**config.mk**
```make
export PLATFORM = sky130hd
export DESIGN_NAME = ps2_key_decoder
export DESIGN_NICKNAME = d
export VERILOG_FILES = /design/src/rtl/ps2_key_decoder.sv
export SDC_FILE = /design/constraint.sdc
export NUM_CORES = 1
export LEC_CHECK = 0
export ABC_AREA = 1
export CORE_UTILIZATION = 64
export DETAILED_ROUTE_END_ITERATION = 12
export DONT_BUFFER_PORTS = 1
export GPL_ROUTABILITY_DRIVEN = 0
export GPL_TIMING_DRIVEN = 0
export PLACE_DENSITY = 0.8
export SETUP_SLACK_MARGIN = 0.5
export SYNTH_ARGS = -nofsm -noshare
export SYNTH_HDL_FRONTEND = slang
export SYNTH_SLANG_ARGS = --single-unit
```
**constraint.sdc**
```tcl
create_clock -name clk -period 3 [get_ports clk]
set_clock_uncertainty 0.05 [all_clocks]
set_input_delay 0.3 -clock clk [delete_from_list [all_inputs] [get_ports clk]]
set_output_delay 0.3 -clock clk [all_outputs]
set_load 0.05 [all_outputs]
```
**src/rtl/ps2_key_decoder.sv**
```systemverilog
// PS/2 set-2 keyboard receiver feeding the CoCo key matrix: frames bytes, tracks
// make/break and E0 prefixes, and holds the last pressed mapped key plus Shift state.
module ps2_key_decoder #(
    parameter int TIMEOUT_CYCLES = 50000
) (
    input  logic       clk,
    input  logic       reset,
    input  logic       ps2_clk,
    input  logic       ps2_data,
    output logic [6:0] key_code,
    output logic       scan_strobe,
    output logic       frame_err
);
    localparam int TW = $clog2(TIMEOUT_CYCLES + 1);

    typedef enum logic [1:0] {IDLE, EXT, BRK, EXT_BRK} state_t;

    logic [2:0]    clk_sync_reg;
    logic [1:0]    data_sync_reg;
    logic [3:0]    bit_cnt_reg;
    logic [9:0]    frame_reg;
    logic [TW-1:0] timer_reg;
    logic [7:0]    scan_byte_reg;
    state_t        state_reg, state_next;
    logic [5:0]    key_reg, key_next;
    logic          lshift_reg, lshift_next;
    logic          rshift_reg, rshift_next;
    logic          is_make, is_break, is_ext;
    logic [6:0]    mapped;

    // Extra stage on the clock path gives the previous value for edge detection
    // while keeping data at the same synchronizer depth.
    logic fall, data_bit;
    assign fall     = clk_sync_reg[2] & ~clk_sync_reg[1];
    assign data_bit = data_sync_reg[1];

    always_ff @(posedge clk or posedge reset) begin
        if (reset) begin
            clk_sync_reg  <= 3'b111;
            data_sync_reg <= 2'b11;
            bit_cnt_reg   <= 4'd0;
            frame_reg     <= 10'd0;
            timer_reg     <= '0;
            scan_byte_reg <= 8'd0;
            scan_strobe   <= 1'b0;
            frame_err     <= 1'b0;
        end else begin
            clk_sync_reg  <= {clk_sync_reg[1:0], ps2_clk};
            data_sync_reg <= {data_sync_reg[0], ps2_data};
            scan_strobe   <= 1'b0;
            frame_err     <= 1'b0;
            if (fall) begin
                timer_reg <= '0;
                if (bit_cnt_reg == 4'd10) begin
                    bit_cnt_reg <= 4'd0;
                    // frame_reg: [0]=start, [8:1]=data, [9]=parity; data_bit is stop
                    if (!frame_reg[0] && data_bit && (^frame_reg[9:1])) begin
                        scan_strobe   <= 1'b1;
                        scan_byte_reg <= frame_reg[8:1];
                    end else begin
                        frame_err <= 1'b1;
                    end
                end else begin
                    frame_reg   <= {data_bit, frame_reg[9:1]};
                    bit_cnt_reg <= bit_cnt_reg + 4'd1;
                end
            end else if (bit_cnt_reg != 4'd0) begin
                if (timer_reg == TW'(TIMEOUT_CYCLES - 1)) begin
                    bit_cnt_reg <= 4'd0;
                    timer_reg   <= '0;
                end else begin
                    timer_reg <= timer_reg + 1'b1;
                end
            end else begin
                timer_reg <= '0;
            end
        end
    end

    // Returns {hit, col[2:0], row[2:0]}.
    function automatic logic [6:0] map_key(input logic [7:0] code, input logic ext);
        logic [6:0] r;
        r = 7'h00;
        if (ext) begin
            case (code)
                8'h75: r = {1'b1, 6'h1B};
                8'h72: r = {1'b1, 6'h23};
                8'h6B: r = {1'b1, 6'h2B};
                8'h74: r = {1'b1, 6'h33};
                8'h6C: r = {1'b1, 6'h0E};
                default: r = 7'h00;
            endcase
        end else begin
            case (code)
                8'h54: r = {1'b1, 6'h00}; 8'h1C: r = {1'b1, 6'h08};
                8'h32: r = {1'b1, 6'h10}; 8'h21: r = {1'b1, 6'h18};
                8'h23: r = {1'b1, 6'h20}; 8'h24: r = {1'b1, 6'h28};
                8'h2B: r = {1'b1, 6'h30}; 8'h34: r = {1'b1, 6'h38};
                8'h33: r = {1'b1, 6'h01}; 8'h43: r = {1'b1, 6'h09};
                8'h3B: r = {1'b1, 6'h11}; 8'h42: r = {1'b1, 6'h19};
                8'h4B: r = {1'b1, 6'h21}; 8'h3A: r = {1'b1, 6'h29};
                8'h31: r = {1'b1, 6'h31}; 8'h44: r = {1'b1, 6'h39};
                8'h4D: r = {1'b1, 6'h02}; 8'h15: r = {1'b1, 6'h0A};
                8'h2D: r = {1'b1, 6'h12}; 8'h1B: r = {1'b1, 6'h1A};
                8'h2C: r = {1'b1, 6'h22}; 8'h3C: r = {1'b1, 6'h2A};
                8'h2A: r = {1'b1, 6'h32}; 8'h1D: r = {1'b1, 6'h3A};
                8'h22: r = {1'b1, 6'h03}; 8'h35: r = {1'b1, 6'h0B};
                8'h1A: r = {1'b1, 6'h13}; 8'h66: r = {1'b1, 6'h2B};
                8'h29: r = {1'b1, 6'h3B};
                8'h45: r = {1'b1, 6'h04}; 8'h16: r = {1'b1, 6'h0C};
                8'h1E: r = {1'b1, 6'h14}; 8'h26: r = {1'b1, 6'h1C};
                8'h25: r = {1'b1, 6'h24}; 8'h2E: r = {1'b1, 6'h2C};
                8'h36: r = {1'b1, 6'h34}; 8'h3D: r = {1'b1, 6'h3C};
                8'h3E: r = {1'b1, 6'h05}; 8'h46: r = {1'b1, 6'h0D};
                8'h52: r = {1'b1, 6'h15}; 8'h4C: r = {1'b1, 6'h1D};
                8'h41: r = {1'b1, 6'h25}; 8'h4E: r = {1'b1, 6'h2D};
                8'h49: r = {1'b1, 6'h35}; 8'h4A: r = {1'b1, 6'h3D};
                8'h5A: r = {1'b1, 6'h06}; 8'h76: r = {1'b1, 6'h16};
                8'h11: r = {1'b1, 6'h1E}; 8'h14: r = {1'b1, 6'h26};
                8'h05: r = {1'b1, 6'h2E}; 8'h06: r = {1'b1, 6'h36};
                default: r = 7'h00;
            endcase
        end
        return r;
    endfunction

    always_comb begin
        state_next  = state_reg;
        key_next    = key_reg;
        lshift_next = lshift_reg;
        rshift_next = rshift_reg;
        is_make     = 1'b0;
        is_break    = 1'b0;
        is_ext      = 1'b0;
        if (scan_strobe) begin
            case (state_reg)
                IDLE: begin
                    if (scan_byte_reg == 8'hF0)      state_next = BRK;
                    else if (scan_byte_reg == 8'hE0) state_next = EXT;
                    else if (!(scan_byte_reg inside {8'hE1, 8'hAA, 8'hFA, 8'hEE, 8'hFE, 8'h00}))
                        is_make = 1'b1;
                end
                EXT: begin
                    if (scan_byte_reg == 8'hF0) begin
                        state_next = EXT_BRK;
                    end else begin
                        is_make    = 1'b1;
                        is_ext     = 1'b1;
                        state_next = IDLE;
                    end
                end
                BRK: begin
                    is_break   = 1'b1;
                    state_next = IDLE;
                end
                default: begin
                    is_break   = 1'b1;
                    is_ext     = 1'b1;
                    state_next = IDLE;
                end
            endcase
        end
        mapped = map_key(scan_byte_reg, is_ext);
        if (is_make) begin
            if (mapped[6]) key_next = mapped[5:0];
            if (!is_ext && scan_byte_reg == 8'h12) lshift_next = 1'b1;
            if (!is_ext && scan_byte_reg == 8'h59) rshift_next = 1'b1;
        end
        if (is_break) begin
            // Only releasing the currently held key clears the matrix position.
            if (mapped[6] && mapped[5:0] == key_reg) key_next = 6'h07;
            if (!is_ext && scan_byte_reg == 8'h12) lshift_next = 1'b0;
            if (!is_ext && scan_byte_reg == 8'h59) rshift_next = 1'b0;
        end
    end

    always_ff @(posedge clk or posedge reset) begin
        if (reset) begin
            state_reg  <= IDLE;
            key_reg    <= 6'h3F;
            lshift_reg <= 1'b0;
            rshift_reg <= 1'b0;
        end else begin
            state_reg  <= state_next;
            key_reg    <= key_next;
            lshift_reg <= lshift_next;
            rshift_reg <= rshift_next;
        end
    end

    assign key_code = {~(lshift_reg | rshift_reg), key_reg};
endmodule
```
# Word level (Yosys, flattened, before mapping)
# Memories as Yosys holds them, arrays and structs flattened.
# Index checks and enable logic that the tools add are counted.
[op_classes]
addsub = 2
n_eq_ne = 20
n_mux = 42
n_bitwise = 5
reduce_logical = 20
[ops]
columns = ["op", "count"]
rows = [
  ["8-bit equality test (second input constant)", 7],
  ["8-bit by 7-bit equality test with 1-bit output (second input constant)", 6],
  ["16-bit 2-to-1 mux", 3],
  ["7-bit case mux with 5 select lines", 1],
  ["6-bit 2-to-1 mux", 4],
  ["1-bit 2-to-1 mux", 22],
  ["16-bit by 1-bit adder with 16-bit output (second input constant)", 1],
  ["16-bit equality test (second input constant)", 1],
  ["4-bit 2-to-1 mux", 4],
  ["7-bit 2-to-1 mux", 2],
  ["9-bit parity", 1],
  ["8-bit by 5-bit equality test with 1-bit output (second input constant)", 1],
  ["8-bit zero test", 1],
  ["6-bit equality test", 1],
  ["2-bit 2-to-1 mux", 3],
  ["2-bit AND reduction", 3],
  ["6-bit nonzero test", 1],
  ["1-bit logical AND", 5],
  ["4-bit by 1-bit adder with 4-bit output (second input constant)", 1],
  ["4-bit equality test (second input constant)", 1],
  ["1-bit case mux with 2 select lines", 2],
  ["2-bit case mux with 2 select lines", 1],
  ["2-bit nonzero test", 2],
  ["4-bit nonzero test", 1],
  ["other kinds (10)", 14],
]
[word_totals]
ff_bits = 55
mem_bits_ro = 896
inputBits = 4
output_inout_bits = 9
word_cells = 102
mem_count = 1
[mem_list]
columns = ["memory", "words", "word_bits", "read_ports", "rd_ports_with_merged_regs", "write_ports", "line_no", "rtl"]
rows = [
  ["(name not given)", 128, 7, 1, 0, 0, "94", "case (code)"],
]

# Depth between registers and ports, before layout
[depth]
depth_word = 10
depth_mapped = 18
mapped_depth_nobuf = 18

# Least setup slack after synthesis
# Ideal clock, no wire load.
[synth_path]
kind = "reg-to-reg"
startpoint = "reg scan_byte_reg[0]"
endpoint = "reg key_reg[3]"
setup_time_ns = 0.073
t_arrival_ns = 1.940
required_ns = 2.877
setup_slack_ns = 0.938
path_stages_with_launch = 18
n_path_buf = 0
synth_period_minus_slack_ns = 2.062
cell_sequence = "dfrtp_1 inv_1 ha_1 nand2_1 nor2_1 nand3_2 nand2_4 inv_4 a21oi_1 nand2_1 nand2_1 nand2_1 nand2_1 nand2_1 nor2_2 nand3_2 nand2_1 inv_1"
[synth_via]
elab_chain_len = 10
elab_cells_between_ends = 32
classes_between = "13 x eq/ne; 15 x mux; 3 x reduce/logical; 1 x memory"
[synth_rtl]
columns = ["item", "line_no", "rtl"]
rows = [
  ["start, declared", "23", "logic [7:0] scan_byte_reg;"],
  ["start signal, assigned", "59", "scan_byte_reg <= frame_reg[8:1];"],
  ["branches (longest 9 deep; another with memory read 128 x 7 bit)", "--", ""],
  ["6-bit 2-to-1 mux (*)", "169", "if (is_break) begin"],
  ["net key_next[3]", "25", "logic [5:0] key_reg, key_next;"],
  ["end signal, assigned", "185", "key_reg <= key_next;"],
  ["end, declared", "25", ""],
]
# Mark *: on every way through the listed nets, which the timed path passes.
# A chain may end at the register's enable or synchronous reset.

# Worst setup path after layout
[layout_path]
startpoint = "reg scan_byte_reg[0]"
endpoint = "reg key_reg[4]"
# The elaborated chain is that of the path after synthesis.

==> impl_metrics.toml <==
[status]
outcome = "completed"

[die]
die_h_um = 78.6
die_x_um = 78.6
dieArea_mm2 = 0.00618
core_area_mm2 = 0.00557
io_pins = 13
start_util = 0.673
fp-row-count = 27

[worst_setup_path]
path_buf_inv = 3
r2r-end = "key_reg[4]"
critPathLaunchType = "flip-flop"
crit_fanout = 7
crit_required_ns = 3.20
end_kind = "flip-flop"
rr_worst_depth = 15
crit_arrival_ns = 2.60
r2r_setup_slack_ns = 0.61
path_class = "reg2reg"
crit_slowest_cell = "dfrtp_2"
cp_slowest_stage_delay_ns = 0.48
r2r_start = "scan_byte_reg[0]"
crit_family = "simple AND/OR/NAND/NOR gates"
cpMostUsedCell = "nand2_1"
cp_cell_sequence = "inv_4 -> ha_2 -> inv_1 -> nor2_4 -> nand2_1 -> o21ai_1 -> nand4_1 -> nand3_1 -> nand2_1 -> nand2_1 -> nand2_1 -> nor2_1 -> nand3_2 -> nand2_1 -> inv_1"

[synthesis]
synthTopCellsByCount = "nand2_1 (159), inv_1 (70), nor2_1 (53)"
synth_edf_count = 0
synth_most_common_cell = "nand2_1"
yosysTopAreaCell = "dfrtp_1"
netlist.area_leader.share = 0.293
synth_area_mm2 = 0.00375
synth_fp_nets = 553
netlist_top_cells_area = "dfrtp_1 (29%), nand2_1 (16%), dfstp_2 (7.7%), inv_1 (7.0%), nand3_1 (6.8%)"
synthArstFlopShare = 1.00
synthFlopType = "dfrtp_1"
syn_inst = 539
synth.ff_latch_count = 55
ys_types = 38
yosysWarningCount = 0
ys_seq_area_frac = 0.370
syn_avg_cell_area_um2 = 6.96

[clock_tree]
root_buffer = "clkbuf_8"
cts_tree = "yes"
cts_htree_levels = 2
cts.sinks = 55
max-clock-path-buffers = 2
clkTransAtPathRegs_ns = 0.10
clk_latency_ns = 0.32
numCtsBuffers = 5

[global_route]
grt.met1_usage = 0.391
met3_usage = 0.0523
grt_pass1_wl_mm = 14.7
antenna_found_initial = 0
grt.overflow.total = 0
busiest_layer = "met2"
globalRouteTotalUtil = 0.302
grtUsageMet2 = 0.501
first_global_vias = 3416
grt_max_degree = 40

[detailed_routing]
wl_mm = 8.94
vias = 3629
post_drt_wl_per_cell_um = 14.3
drtAntennaViolNets = 0
drtIter0Drc = 414
vias_per_cell = 5.81
first_pass_iters = 7
drc_errors = 0

[sta]
drv_slew = 0
worstMarginPinSlew_ns = 0.890
fin_setup_tns_ns = 0
finalHoldViolCount = 0
grt_setup_unrepaired = "no"
layout_setup_ws_ns = 0.606
slew_headroom = 0.405
fmax_mhz = 418
finalSetupViolations = 0
post-route-min-period_ns = 2.39
finalCritPeriodShare = 0.798

[finish]
area_growth_pct = 8.23
diodes = 0
fin_nets = 566
drive_above_1_share = 0.123
largest_register_ffs = 16

[pwr]
p_leak_nw = 1.96
p_int_mw = 1.21
comb_power_share = 0.209
seqPwrFrac = 0.503
switchingPower_mw = 0.541
cellPowerDensity_mw_per_mm2 = 431
pwr-share-clk = 0.288
switching_share = 0.309
peakVddDrop_mv = 0.461

[worst_hold_path]
whs_endpoint = "data_sync_reg[1]"
hold_path.startpoint = "data_sync_reg[0]"
holdCritPathClass = "reg2reg"
min_delay_path_depth = 0

[place]
place_worst_setup_slack_ns = 0.452
dpl.hpwl_mm = 6.56
io_buffer_count = 0

[flow_run]
max_cap_viol_count = 0
[metrics by stage]
| stage | total power [mW] | hold WS (ns) | std cells | utilization | instance area [um^2] |
|---|---|---|---|---|---|
| after floorplan | 1.16 | 0.254 | 539 | - | 3750 |
| after global placement | 1.23 | 0.255 | 611 | 0.690 | 3840 |
| after detailed placement | 1.25 | 0.133 | 612 | 0.693 | 3860 |
| after CTS | 1.76 | 0.318 | 623 | 0.719 | 4010 |
| after global routing | 1.84 | 0.323 | 625 | 0.729 | 4060 |
| final | 1.75 | 0.318 | 625 | 0.729 | 4060 |
[repair_timing]
action	in CTS	in global routing
buffers inserted	0	2
resized for setup	3	11
hold buffers	3	0
endpoints found under the setup margin	6	6
gates cloned	0	0
endpoints found under the hold margin	12	0
[cell usage in the layout (no fill, tap or decap), drive strengths merged]
cell         count
a21oi           15
nor2            59
dlygate4sd3      3
xnor2            9
o211ai           3
nand4           11
nand2          163
xor2             3
bufinv           1
dfstp           11
nor3b            3
and3             1
buf             11
nand3b           4
inv             76
nor3            14
nor4             2
o22a             2
nand3           53
ha              10
clkbuf           9
o21bai           1
dfrtp           44
a211oi           4
o21ai           38
o22ai            2
a31oi            1
[layout make-up]
class | count | area (um^2)
Buffer | 11 | 73.8
Clock inverter | 2 | 38.8
Fill cell | 446 | 1510
Tap cell | 72 | 90.1
Timing Repair Buffer | 6 | 65.1
Multi-Input combinational cell | 398 | 2040
Inverter | 75 | 287
Sequential cell | 55 | 1390
Clock buffer | 6 | 72.6
[layer usage]
layer / vias to the layer above / wire (um)
met2: 190 / 4170
met1: 1642 / 3870
met5: - / 0
met4: 0 / 221
met3: 38 / 673
li1: 1759 / -
[how the worst max path moves through the flow]
stage                 endpoint  cells after the start              from
global placement    key_reg[3]                     17  scan_byte_reg[0]
finish              key_reg[4]                     15  scan_byte_reg[0]
detailed placement  key_reg[4]                     17  scan_byte_reg[0]
global route        key_reg[4]                     15  scan_byte_reg[0]
floorplan           key_reg[3]                     17  scan_byte_reg[0]
CTS                 key_reg[4]                     15  scan_byte_reg[0]
[cell families after synthesis]
group,synth area share
and+or+nand+nor,0.368
AOI/OAI and AO/OA,0.105
buffers and inverters,0.0953
DFF,0.370
adders and majority gates,0.0333
xor gates and xnor gates,0.0280
[power by group through the flow]
stage | registers, mW | clock network [mW] | logic (mW)
5_1_grt | 0.888 | 0.537 | 0.416
4_1_cts | 0.881 | 0.512 | 0.364
3_3_place_gp | 0.888 | 0 | 0.338
2_1_floorplan | 0.879 | 0 | 0.286
6_report | 0.880 | 0.504 | 0.366
3_5_place_dp | 0.895 | 0 | 0.357
Note: power is estimated with default switching activity, not from simulation.
